File: src/rtl/fifo_rd_stream.sv
`default_nettype none
// ============================================================================
// Module   : fifo_rd_stream
// Brief    : Read-side consumer for the dual-clock FIFO. Pops the FIFO
//            (1-cycle registered read latency) and presents the words as a
//            valid/ready stream through a 2-entry skid buffer. A flush pulse
//            discards buffered data and drains the FIFO until it is empty.
// Config   : define FIFO_RD_STREAM_CNT_EN to add the 16-bit word_cnt port
//            counting accepted transfers.
// Revision : 1.0 - initial release
// ============================================================================
module fifo_rd_stream #(
  parameter int WIDTH = 8,
  parameter int DEPTH = 4
) (
  input  logic                rdclk,
  input  logic                rst_n,
  input  logic                fifo_empty,
  input  logic [WIDTH-1:0]    fifo_q,
  input  logic [(DEPTH>>1):0] fifo_rdusedw,
  output logic                fifo_rd,
  output logic [WIDTH-1:0]    out_data,
  output logic                out_valid,
  input  logic                out_ready,
  input  logic                flush,
  output logic                busy,
  output logic                flush_done,
  output logic [(DEPTH>>1):0] fifo_level
`ifdef FIFO_RD_STREAM_CNT_EN
  ,
  output logic [15:0]         word_cnt
`endif
);

  typedef enum logic [0:0] {
    ST_RUN   = 1'b0,
    ST_DRAIN = 1'b1
  } state_t;

  state_t             r_state, w_state_nxt;
  logic [1:0]         r_cnt, w_cnt_nxt;
  logic               r_rd_d1;
  logic               r_active;
  logic [WIDTH-1:0]   r_buf0, r_buf1;
  logic [WIDTH-1:0]   w_buf0_nxt, w_buf1_nxt;
  logic               w_rd;
  logic               w_pop;
  logic [1:0]         w_proj;
  logic [1:0]         w_slot;
  logic [(DEPTH>>1):0] r_fifo_level;

  // Head of the skid buffer drives the stream; nothing from fifo_q reaches it combinationally.
  assign out_valid  = (r_cnt != 2'd0);
  assign out_data   = r_buf0;
  assign w_pop      = out_valid & out_ready;
  assign fifo_level = r_fifo_level;
  // r_active holds off reads until the first clock after reset release, so
  // fifo_rd is low for the whole reset period regardless of fifo_empty.
  assign fifo_rd    = w_rd & r_active;

  // Next-state, read-request and skid-buffer update logic.
  always_comb begin
    w_state_nxt = r_state;
    w_cnt_nxt   = r_cnt;
    w_buf0_nxt  = r_buf0;
    w_buf1_nxt  = r_buf1;
    w_rd        = 1'b0;
    busy        = 1'b0;
    flush_done  = 1'b0;
    // Entries already in the buffer plus the word returning from the FIFO this cycle.
    w_proj      = r_cnt + {1'b0, r_rd_d1};
    // Slot the returning word lands in, after any pop has shifted the buffer.
    w_slot      = r_cnt - {1'b0, w_pop};
    if (r_state == ST_RUN) begin
      w_rd = !fifo_empty && ((w_proj < 2'd2) || ((w_proj == 2'd2) && w_pop));
      if (flush) begin
        // Buffered words and the one arriving now are discarded.
        w_state_nxt = ST_DRAIN;
        w_cnt_nxt   = 2'd0;
      end else begin
        if (w_pop) begin
          w_buf0_nxt = r_buf1;
        end
        if (r_rd_d1) begin
          if (w_slot == 2'd0) begin
            w_buf0_nxt = fifo_q;
          end else begin
            w_buf1_nxt = fifo_q;
          end
        end
        w_cnt_nxt = w_slot + {1'b0, r_rd_d1};
      end
    end else begin
      // Discard everything the FIFO returns until it is empty and nothing is in flight.
      busy = 1'b1;
      w_rd = !fifo_empty;
      if (fifo_empty && !r_rd_d1) begin
        flush_done  = 1'b1;
        w_state_nxt = ST_RUN;
      end
    end
  end

  // State, occupancy, read pipeline and buffer registers.
  always_ff @(posedge rdclk or negedge rst_n) begin
    if (!rst_n) begin
      r_state  <= ST_RUN;
      r_cnt    <= 2'd0;
      r_rd_d1  <= 1'b0;
      r_active <= 1'b0;
      r_buf0   <= '0;
      r_buf1   <= '0;
    end else begin
      r_state  <= w_state_nxt;
      r_cnt    <= w_cnt_nxt;
      r_rd_d1  <= fifo_rd;
      r_active <= 1'b1;
      r_buf0   <= w_buf0_nxt;
      r_buf1   <= w_buf1_nxt;
    end
  end

  // Registered FIFO fill level, status only.
  always_ff @(posedge rdclk or negedge rst_n) begin
    if (!rst_n) begin
      r_fifo_level <= '0;
    end else begin
      r_fifo_level <= fifo_rdusedw;
    end
  end

`ifdef FIFO_RD_STREAM_CNT_EN
  logic [15:0] r_word_cnt;

  assign word_cnt = r_word_cnt;

  // Accepted-transfer counter; wraps naturally and survives flush.
  always_ff @(posedge rdclk or negedge rst_n) begin
    if (!rst_n) begin
      r_word_cnt <= 16'd0;
    end else if (w_pop) begin
      r_word_cnt <= r_word_cnt + 16'd1;
    end
  end
`endif

endmodule
`default_nettype wire
File: config.mk
export PLATFORM = sky130hd
export DESIGN_NAME = fifo_rd_stream
export DESIGN_NICKNAME = d
export VERILOG_FILES = /design/src/rtl/fifo_rd_stream.sv
export SDC_FILE = /design/constraint.sdc
export NUM_CORES = 1
export LEC_CHECK = 0
export ABC_AREA = 1
export BUFFER_PORTS_ARGS = -buffer_cell sky130_fd_sc_hd__buf_2
export CORE_UTILIZATION = 39
export DETAILED_ROUTE_END_ITERATION = 8
export SYNTH_ARGS = -nofsm -noshare
export SYNTH_HDL_FRONTEND = slang
export SYNTH_SLANG_ARGS = --single-unit
File: constraint.sdc
create_clock -name rdclk -period 1.5 [get_ports rdclk]
set_clock_uncertainty 0.1 [all_clocks]
set_input_delay 0.15 -clock rdclk [delete_from_list [all_inputs] [get_ports rdclk]]
set_output_delay 0.15 -clock rdclk [all_outputs]
set_load 0.03 [all_outputs]
After elaboration in Yosys (flattened, before gate mapping)
Cells that the tools add are included.
W data, S select, Z words.
- register bits after elaboration: 24
- input bits: 16
- word-level logic and storage cells: 38
- $add $sub $neg: 3
- order comparisons: 1
- eq/ne operators: 1
- mux-type cells: 11
- bitwise gates (word level): 5
- reductions and logical operators: 10
- operators by type and width (operator ; number):
    $mux W8 ; 3
    $mux W1 ; 7
    $add A2 B1 Y2 ; 2
    $reduce_and A4 Y1 ; 1
    $logic_and A1 B1 Y1 ; 3
    $not A1 Y1 ; 3
    $and A1 B1 Y1 ; 2
    $eq A2 B2 Y1 const B ; 1
    $logic_not A1 Y1 ; 2
    $logic_not A2 Y1 ; 1
    $lt A2 B2 Y1 const B ; 1
    $mux W2 ; 1
    $reduce_and A2 Y1 ; 1
    $reduce_bool A2 Y1 ; 1
    $sub A2 B1 Y2 ; 1
    $logic_or A1 B1 Y1 ; 1

Depth between registers and ports, before layout
Gate-level depths: netlist (run 1).
- depth in word-level cells: 7
- gate-level depth with buffers: 8

Worst setup path after synthesis (run 1)
Ideal clock, no wire load.
- kind: register to register
- from: register r_state
- to: register r_state
- arrival: 1.399 ns
- slack: -0.158 ns
- cell stages (with the launch flop): 4
- clock period less this slack: 1.658 ns
- cell sequence: dfrtp_1 > inv_1 > nor3_1 > nor2_1
- word-level cells in the longest chain between the ends: 1
- ends and longest elaborated chain (element ; RTL line ; RTL):
    start, declared ; 40 ; state_t r_state, w_state_nxt;
    start signal, assigned ; 114 ; r_state <= w_state_nxt;
    $mux W1 ; 74 ; if (r_state == ST_RUN) begin
    named net w_state_nxt ; 40 ;
The timed path passes the listed nets, and every way through them passes these cells.
A chain may end at the register's enable or synchronous reset.

Final worst setup path (run 1)
- from: register r_rd_d1
- to: output fifo_rd
- word-level cells in the longest chain between the ends: 7
- ends and longest elaborated chain (element ; RTL line ; RTL):
    start, declared ; 42 ; logic r_rd_d1;
    start signal, assigned ; 116 ; r_rd_d1 <= fifo_rd;
    $add A2 B1 Y2 * ; 71 ; w_proj = r_cnt + {1'b0, r_rd_d1};
    $eq A2 B2 Y1 ; 75 ; w_rd = !fifo_empty && ((w_proj < 2'd2) || ((w_proj == 2'd2) && w_pop));
    $logic_and A1 B1 Y1 ; 75 ;
    $logic_or A1 B1 Y1 * ; 75 ;
    $logic_and A1 B1 Y1 * ; 75 ;
    $mux W1 * ; 74 ;
    $and A1 B1 Y1 * ; 59 ; assign fifo_rd = w_rd & r_active;
    end, declared ; 21 ; output logic fifo_rd,
Every way passes the cells marked *; elsewhere a longest branch is shown, timed or not.

==> flow_summary.json, run 1 <==
{
  "drt_wl_total_mm": 2.68,
  "dr.pass1.iters": 4,
  "cp_data_arrival_time_ns": 1.52,
  "ys_warn_count": 0,
  "syn-instance-count": 158,
  "intPower_w": 0.00128,
  "worstPathCellList": "ha_1 > or2_4 > a21oi_4 > buf_6",
  "synth_edf_count": 0,
  "syn-cell-area_um2": 1240,
  "synthDistinctLibCells": 18,
  "comb_power_share_pct": 43.5,
  "cts_tree": "built",
  "p_sw_w": 0.000941,
  "regArea_um2": 602,
  "die-area_um2": 3410,
  "wl_per_cell_um": 10.8,
  "synth_area_leaders": "dfrtp_1, nand2_1, nand3_1",
  "clkLatencyLatePin_ns": 0.31,
  "relSlewSlack_pct": 64.5,
  "violations": "setup timing",
  "post-route-period-util_pct": 118,
  "synth_top_area_share_pct": 48.4,
  "pre_cts_slack_ns": -0.00630,
  "antenna_found_initial": 0,
  "cts_max_level": 1,
  "avgSynthCellArea_um2": 7.85,
  "fin_setup_tns_ns": -0.392,
  "dpl_cell_area_um2": 1490,
  "multiInputGateArea_um2": 544,
  "die_w_um": 58.4,
  "final_common_cell": "nand2_1",
  "maxSlewViolCount": 0,
  "pwr-share-clk_pct": 12.7,
  "crit_required_ns": 1.25,
  "port_buffers": 30,
  "powerDensity_nw_per_um2": 1370,
  "ant_nets": 0,
  "layout-drive-gt1-share_pct": 26.1,
  "cp-end-kind": "primary output",
  "grt_usage_pct": 18.0,
  "viasPerCell": 4.68,
  "die_y_um": 58.4,
  "hold_class": "input port to register",
  "ys_async_sr_fraction_pct": 100,
  "num_rows": 20,
  "max_freq_mhz": 564,
  "cts.sinks": 24,
  "route.detailed.drc": 0,
  "swShare_pct": 42.4,
  "pwr-share-seq_pct": 43.8,
  "synth_nets": 176,
  "syn_to_final_growth_pct": 30.9,
  "fin_ws_ns": -0.274,
  "final_cell_mix": "nand2_1, buf_2, dfrtp_1, inv_1, nand3_1",
  "n_antenna_cell": 0,
  "grt_overflow": 0,
  "cts_root_buffer": "clkbuf_4",
  "hold_slack_ns": 0.0150,
  "p_leak_nw": 0.911,
  "yosysTopAreaCell": "dfrtp_1",
  "fillers": 291,
  "grt_first_pass_wirelength_mm": 4.74,
  "num_vias": 1157,
  "final_hold_viol_count": 0,
  "crit_fanout": 2,
  "cap_violations": 0,
  "boundaryPins": 31,
  "synth_ff_type": "dfrtp_1",
  "critPathKind": "register to primary output",
  "hpwl_mm": 1.97,
  "rsz0062_at_grt": "yes",
  "worstMarginPinSlew_ns": 0.533,
  "status": "finished with violations",
  "clock_path_buffers": 2,
  "grt_max_degree": 25,
  "critPathLaunchType": "register",
  "start_util_pct": 41.0,
  "ys_seq_area_share_pct": 48.4,
  "drt-initial-drc-count": 39,
  "numCtsBuffers": 3,
  "clkTransAtPathRegs_ns": 0.13,
  "finalPower_w": 0.00222,
  "ys_seq_elements": 24,
  "nets": 223,
  "fin_crit_ns": 1.77,
  "slowest_delay_ns": 0.41,
  "grt_pass1_vias": 1045,
  "setup_viol": 3,
  "gp_congestion": 0.850,
  "vdd_drop_max_uv": 567,
  "design_area_um2": 1620,
  "slowest_stage": "dfrtp_1",
  "core_region_area_um2": 3030
}
worst max-delay path: cells and delay by family (launching register included):
kind / cells / cell delay, ns
AOI/OAI and AO/OA: 1 / 0.13
and+or+nand+nor: 1 / 0.24
DFF: 1 / 0.41
adders and majority gates: 1 / 0.29
buffers and inverters: 1 / 0.14
cells in the mapped netlist (2+ instances only):
| master | instances |
|---|---|
| nand3_1 | 20 |
| ha_1 | 2 |
| nand2_1 | 55 |
| dfrtp_1 | 24 |
| nand4_1 | 8 |
| nand2_8 | 2 |
| inv_1 | 21 |
| buf_2 | 4 |
| nor2_1 | 2 |
| a21oi_1 | 2 |
| o21ai_0 | 11 |
through the flow:
step	std cells	utilization (%)
2_1_floorplan	158	-
3_3_place_gp	235	49.2
3_5_place_dp	235	49.2
4_1_cts	244	52.6
5_1_grt	247	53.6
6_report	247	53.6
logic make-up after synthesis:
logic type,Yosys count,synth area share [%]
AOI/OAI and AO/OA,14,5.95
adders and majority gates,2,2.02
buffers and inverters,28,9.79
DFF,24,48.4
other,1,0.302
and+or+nand+nor,89,33.5
area by class of cell:
cell class                      count  area share [%]
Sequential cell                    24            37.1
Clock buffer                        3            1.39
Inverter                           22            5.09
Timing Repair Buffer               48            19.5
Multi-Input combinational cell    106            33.5
Tap cell                           44            3.39
timing repair:
| action | in CTS | in global routing |
|---|---|---|
| endpoints found under the hold margin | 29 | 0 |
| hold buffers | 6 | 0 |
| resized for setup | 6 | 3 |
| pin swaps | 4 | 2 |
| buffers inserted | 0 | 4 |
| setup endpoints to repair | 3 | 16 |
power by group through the flow:
| stage | clock [W] | sequential, W | combinational [W] |
|---|---|---|---|
| 3_3_place_gp | 0 | 0.000978 | 0.000921 |
| 6_report | 0.000281 | 0.000971 | 0.000963 |
| 3_5_place_dp | 0 | 0.000986 | 0.000924 |
| 5_1_grt | 0.000309 | 0.000996 | 0.00107 |
| 2_1_floorplan | 0 | 0.00119 | 0.000438 |
| 4_1_cts | 0.000297 | 0.000972 | 0.000951 |
registers in the layout, indices dropped and copies added, names as in the netlist:
signal / flops
r_cnt: 2
out_data: 8
fifo_level: 3
r_rd_d1: 1
r_state: 1
r_active: 1
r_buf1: 8
layer usage:
| layer | global-route usage (%) | share of wire, % | up-vias |
|---|---|---|---|
| li1 | - | - | 593 |
| met1 | 25.5 | 49 | 531 |
| met4 | 7.14 | 0.71 | 0 |
| met3 | 1.98 | 4.9 | 2 |
| met5 | 0 | 0 | - |
| met2 | 28.4 | 45 | 31 |
worst paths after layout:
check / start / to / slack (ns) / cells past startpoint
min in group asynchronous: rst_n / out_data[5]$_DFFE_PN0P_ / 0.23 / 2
worst max register to register: r_cnt[0]$_DFFE_PN0N_ / r_cnt[1]$_DFFE_PN0N_ / 0.06 / 7
worst min-delay path: fifo_q[1] / r_buf1[1]$_DFFE_PN0P_ / 0.02 / 3
worst min register to register: r_buf1[5]$_DFFE_PN0P_ / r_buf1[5]$_DFFE_PN0P_ / 0.41 / 2
max in group asynchronous: rst_n / r_cnt[1]$_DFFE_PN0N_ / 0.69 / 2
worst max-delay path: r_rd_d1$_DFF_PN0_ / fifo_rd / -0.27 / 4
(Power assumes the default switching activity.)
==> inputs of run 2 (changes only) <==
Settings changed: BUFFER_PORTS_ARGS -buffer_cell sky130_fd_sc_hd__buf_2 to -buffer_cell sky130_fd_sc_hd__clkbuf_2.
==> run 2 against run 1 <==
The run still ends with setup timing left. First-iteration DRC count decreased by 38%. Sequential share of layout area is 1.8 points lower. Via count shrank 2.7%. Critical path type unchanged. Largest cell class unchanged.
==> flow_summary.json, run 2 (synthesis results as in run 1) <==
{
  "viasPerCell": 4.43,
  "nets": 229,
  "comb_power_share_pct": 42.5,
  "port_buffers": 30,
  "worstMarginPinSlew_ns": 0.601,
  "clkTransAtPathRegs_ns": 0.13,
  "grt_overflow": 0,
  "powerDensity_nw_per_um2": 1350,
  "critPathLaunchType": "register",
  "setup_viol": 3,
  "utilization_pct": 56.2,
  "hold_path.startpoint": "fifo_q[5]",
  "route.detailed.drc": 0,
  "grt_usage_pct": 17.7,
  "dr.pass1.iters": 4,
  "cp_data_arrival_time_ns": 1.56,
  "cts_max_level": 1,
  "violations": "setup timing",
  "syn_to_final_growth_pct": 37.3,
  "cts_root_buffer": "clkbuf_4",
  "drt_wl_total_mm": 2.68,
  "wl_per_cell_um": 10.6,
  "die_y_um": 58.4,
  "n_antenna_cell": 0,
  "die-area_um2": 3410,
  "boundaryPins": 31,
  "critPathKind": "register to primary output",
  "intPower_w": 0.00134,
  "grt_first_pass_wirelength_mm": 4.62,
  "fin_crit_ns": 1.81,
  "hpwl_mm": 1.99,
  "clkLatencyLatePin_ns": 0.31,
  "swShare_pct": 41.5,
  "core_region_area_um2": 3030,
  "start_util_pct": 41.0,
  "hold_class": "input port to register",
  "drt-initial-drc-count": 24,
  "max_freq_mhz": 553,
  "numCtsBuffers": 3,
  "gp_congestion": 0.875,
  "cp-end-kind": "primary output",
  "finalPower_w": 0.00229,
  "final_cell_mix": "nand2_1, clkbuf_2, dfrtp_1, inv_1, nand3_1",
  "cap_violations": 0,
  "cts.sinks": 24,
  "layout-drive-gt1-share_pct": 25.7,
  "maxSlewViolCount": 0,
  "grt_max_degree": 25,
  "pwr-share-seq_pct": 42.4,
  "r2r-end": "r_cnt[1]$_DFFE_PN0N_",
  "relSlewSlack_pct": 60.0,
  "final_common_cell": "nand2_1",
  "cts_tree": "built",
  "clock_path_buffers": 2,
  "fin_ws_ns": -0.309,
  "die_w_um": 58.4,
  "post-route-period-util_pct": 121,
  "vdd_drop_max_uv": 596,
  "pwr-share-clk_pct": 15.1,
  "num_vias": 1126,
  "antenna_found_initial": 0,
  "min_to": "r_buf1[5]$_DFFE_PN0P_",
  "reg2reg_from": "r_cnt[0]$_DFFE_PN0N_",
  "fillers": 288,
  "final_hold_viol_count": 0,
  "grt_pass1_vias": 1049,
  "crit_required_ns": 1.25,
  "crit_fanout": 2,
  "whs_path_depth": 3,
  "p_leak_nw": 0.950,
  "rr_worst_depth": 7,
  "ant_nets": 0,
  "status": "finished with violations",
  "p_sw_w": 0.000953,
  "rsz0062_at_grt": "yes",
  "rrSetupSlack_ns": 0.04,
  "num_rows": 20
}
-- run 2: metrics by stage --
step           instances  instance area [µm²]  setup WS (ns)  setup TNS [ns]  hold slack, ns
6_report             254                 1700         -0.309          -0.463          0.0253
3_5_place_dp         236                 1500        -0.0169         -0.0169          0.0874
3_3_place_gp         236                 1500        0.00825               0          0.0875
5_1_grt              254                 1700         -0.379          -0.855          0.0506
2_1_floorplan        158                 1250        -0.0287         -0.0287          -0.246
4_1_cts              251                 1670         -0.352          -0.530          0.0168
-- run 2: layout make-up --
| type | count | area [µm²] | share of cell area (%) |
|---|---|---|---|
| Clock buffer | 4 | 36.3 | 2.13 |
| Inverter | 22 | 82.6 | 4.85 |
| Multi-Input combinational cell | 106 | 544 | 32.0 |
| Sequential cell | 24 | 601 | 35.3 |
| Tap cell | 44 | 55.1 | 3.23 |
| Timing Repair Buffer | 54 | 384 | 22.6 |
-- run 2: worst max path at each step --
| stage | startpoint | endpoint | slack [ns] | cells past startpoint |
|---|---|---|---|---|
| 2_1_floorplan | r_cnt[1]$_DFFE_PN0N_ | fifo_rd | -0.03 | 6 |
| 3_3_place_gp | r_cnt[0]$_DFFE_PN0N_ | fifo_rd | 0.008 | 4 |
| 3_5_place_dp | r_cnt[0]$_DFFE_PN0N_ | fifo_rd | -0.02 | 4 |
| 4_1_cts | r_rd_d1$_DFF_PN0_ | fifo_rd | -0.35 | 4 |
| 5_1_grt | r_rd_d1$_DFF_PN0_ | fifo_rd | -0.38 | 4 |
| 6_report | r_rd_d1$_DFF_PN0_ | fifo_rd | -0.31 | 4 |
-- run 2: what timing repair did --
action / in CTS / in global routing
hold buffers: 11 / 0
gates cloned: 0 / 0
pin swaps: 1 / 1
gates resized for setup: 5 / 5
setup endpoints to repair: 3 / 13
buffers inserted: 0 / 3
endpoints found under the hold margin: 34 / 0
-- run 2: worst max-delay path, cell delays in order, from the launching register on --
cell	delay (ns)
dfrtp_1	0.42
ha_1	0.30
or2_4	0.26
a21oi_4	0.14
buf_8	0.14
-- run 2: layer usage --
metal  global-route usage [%]  share of wire [%]
met3                     1.98                4.1
met5                        0                  0
met1                     24.3                 51
met4                     6.12               0.71
met2                     29.2                 44
-- run 2: power by group through the flow --
stage	registers, W	logic (W)	clock network [W]
floorplan	0.00119	0.000438	0
global placement	0.000979	0.000920	0
detailed placement	0.000989	0.000924	0
CTS	0.000975	0.000960	0.000368
global route	0.00100	0.00108	0.000380
finish	0.000973	0.000974	0.000346
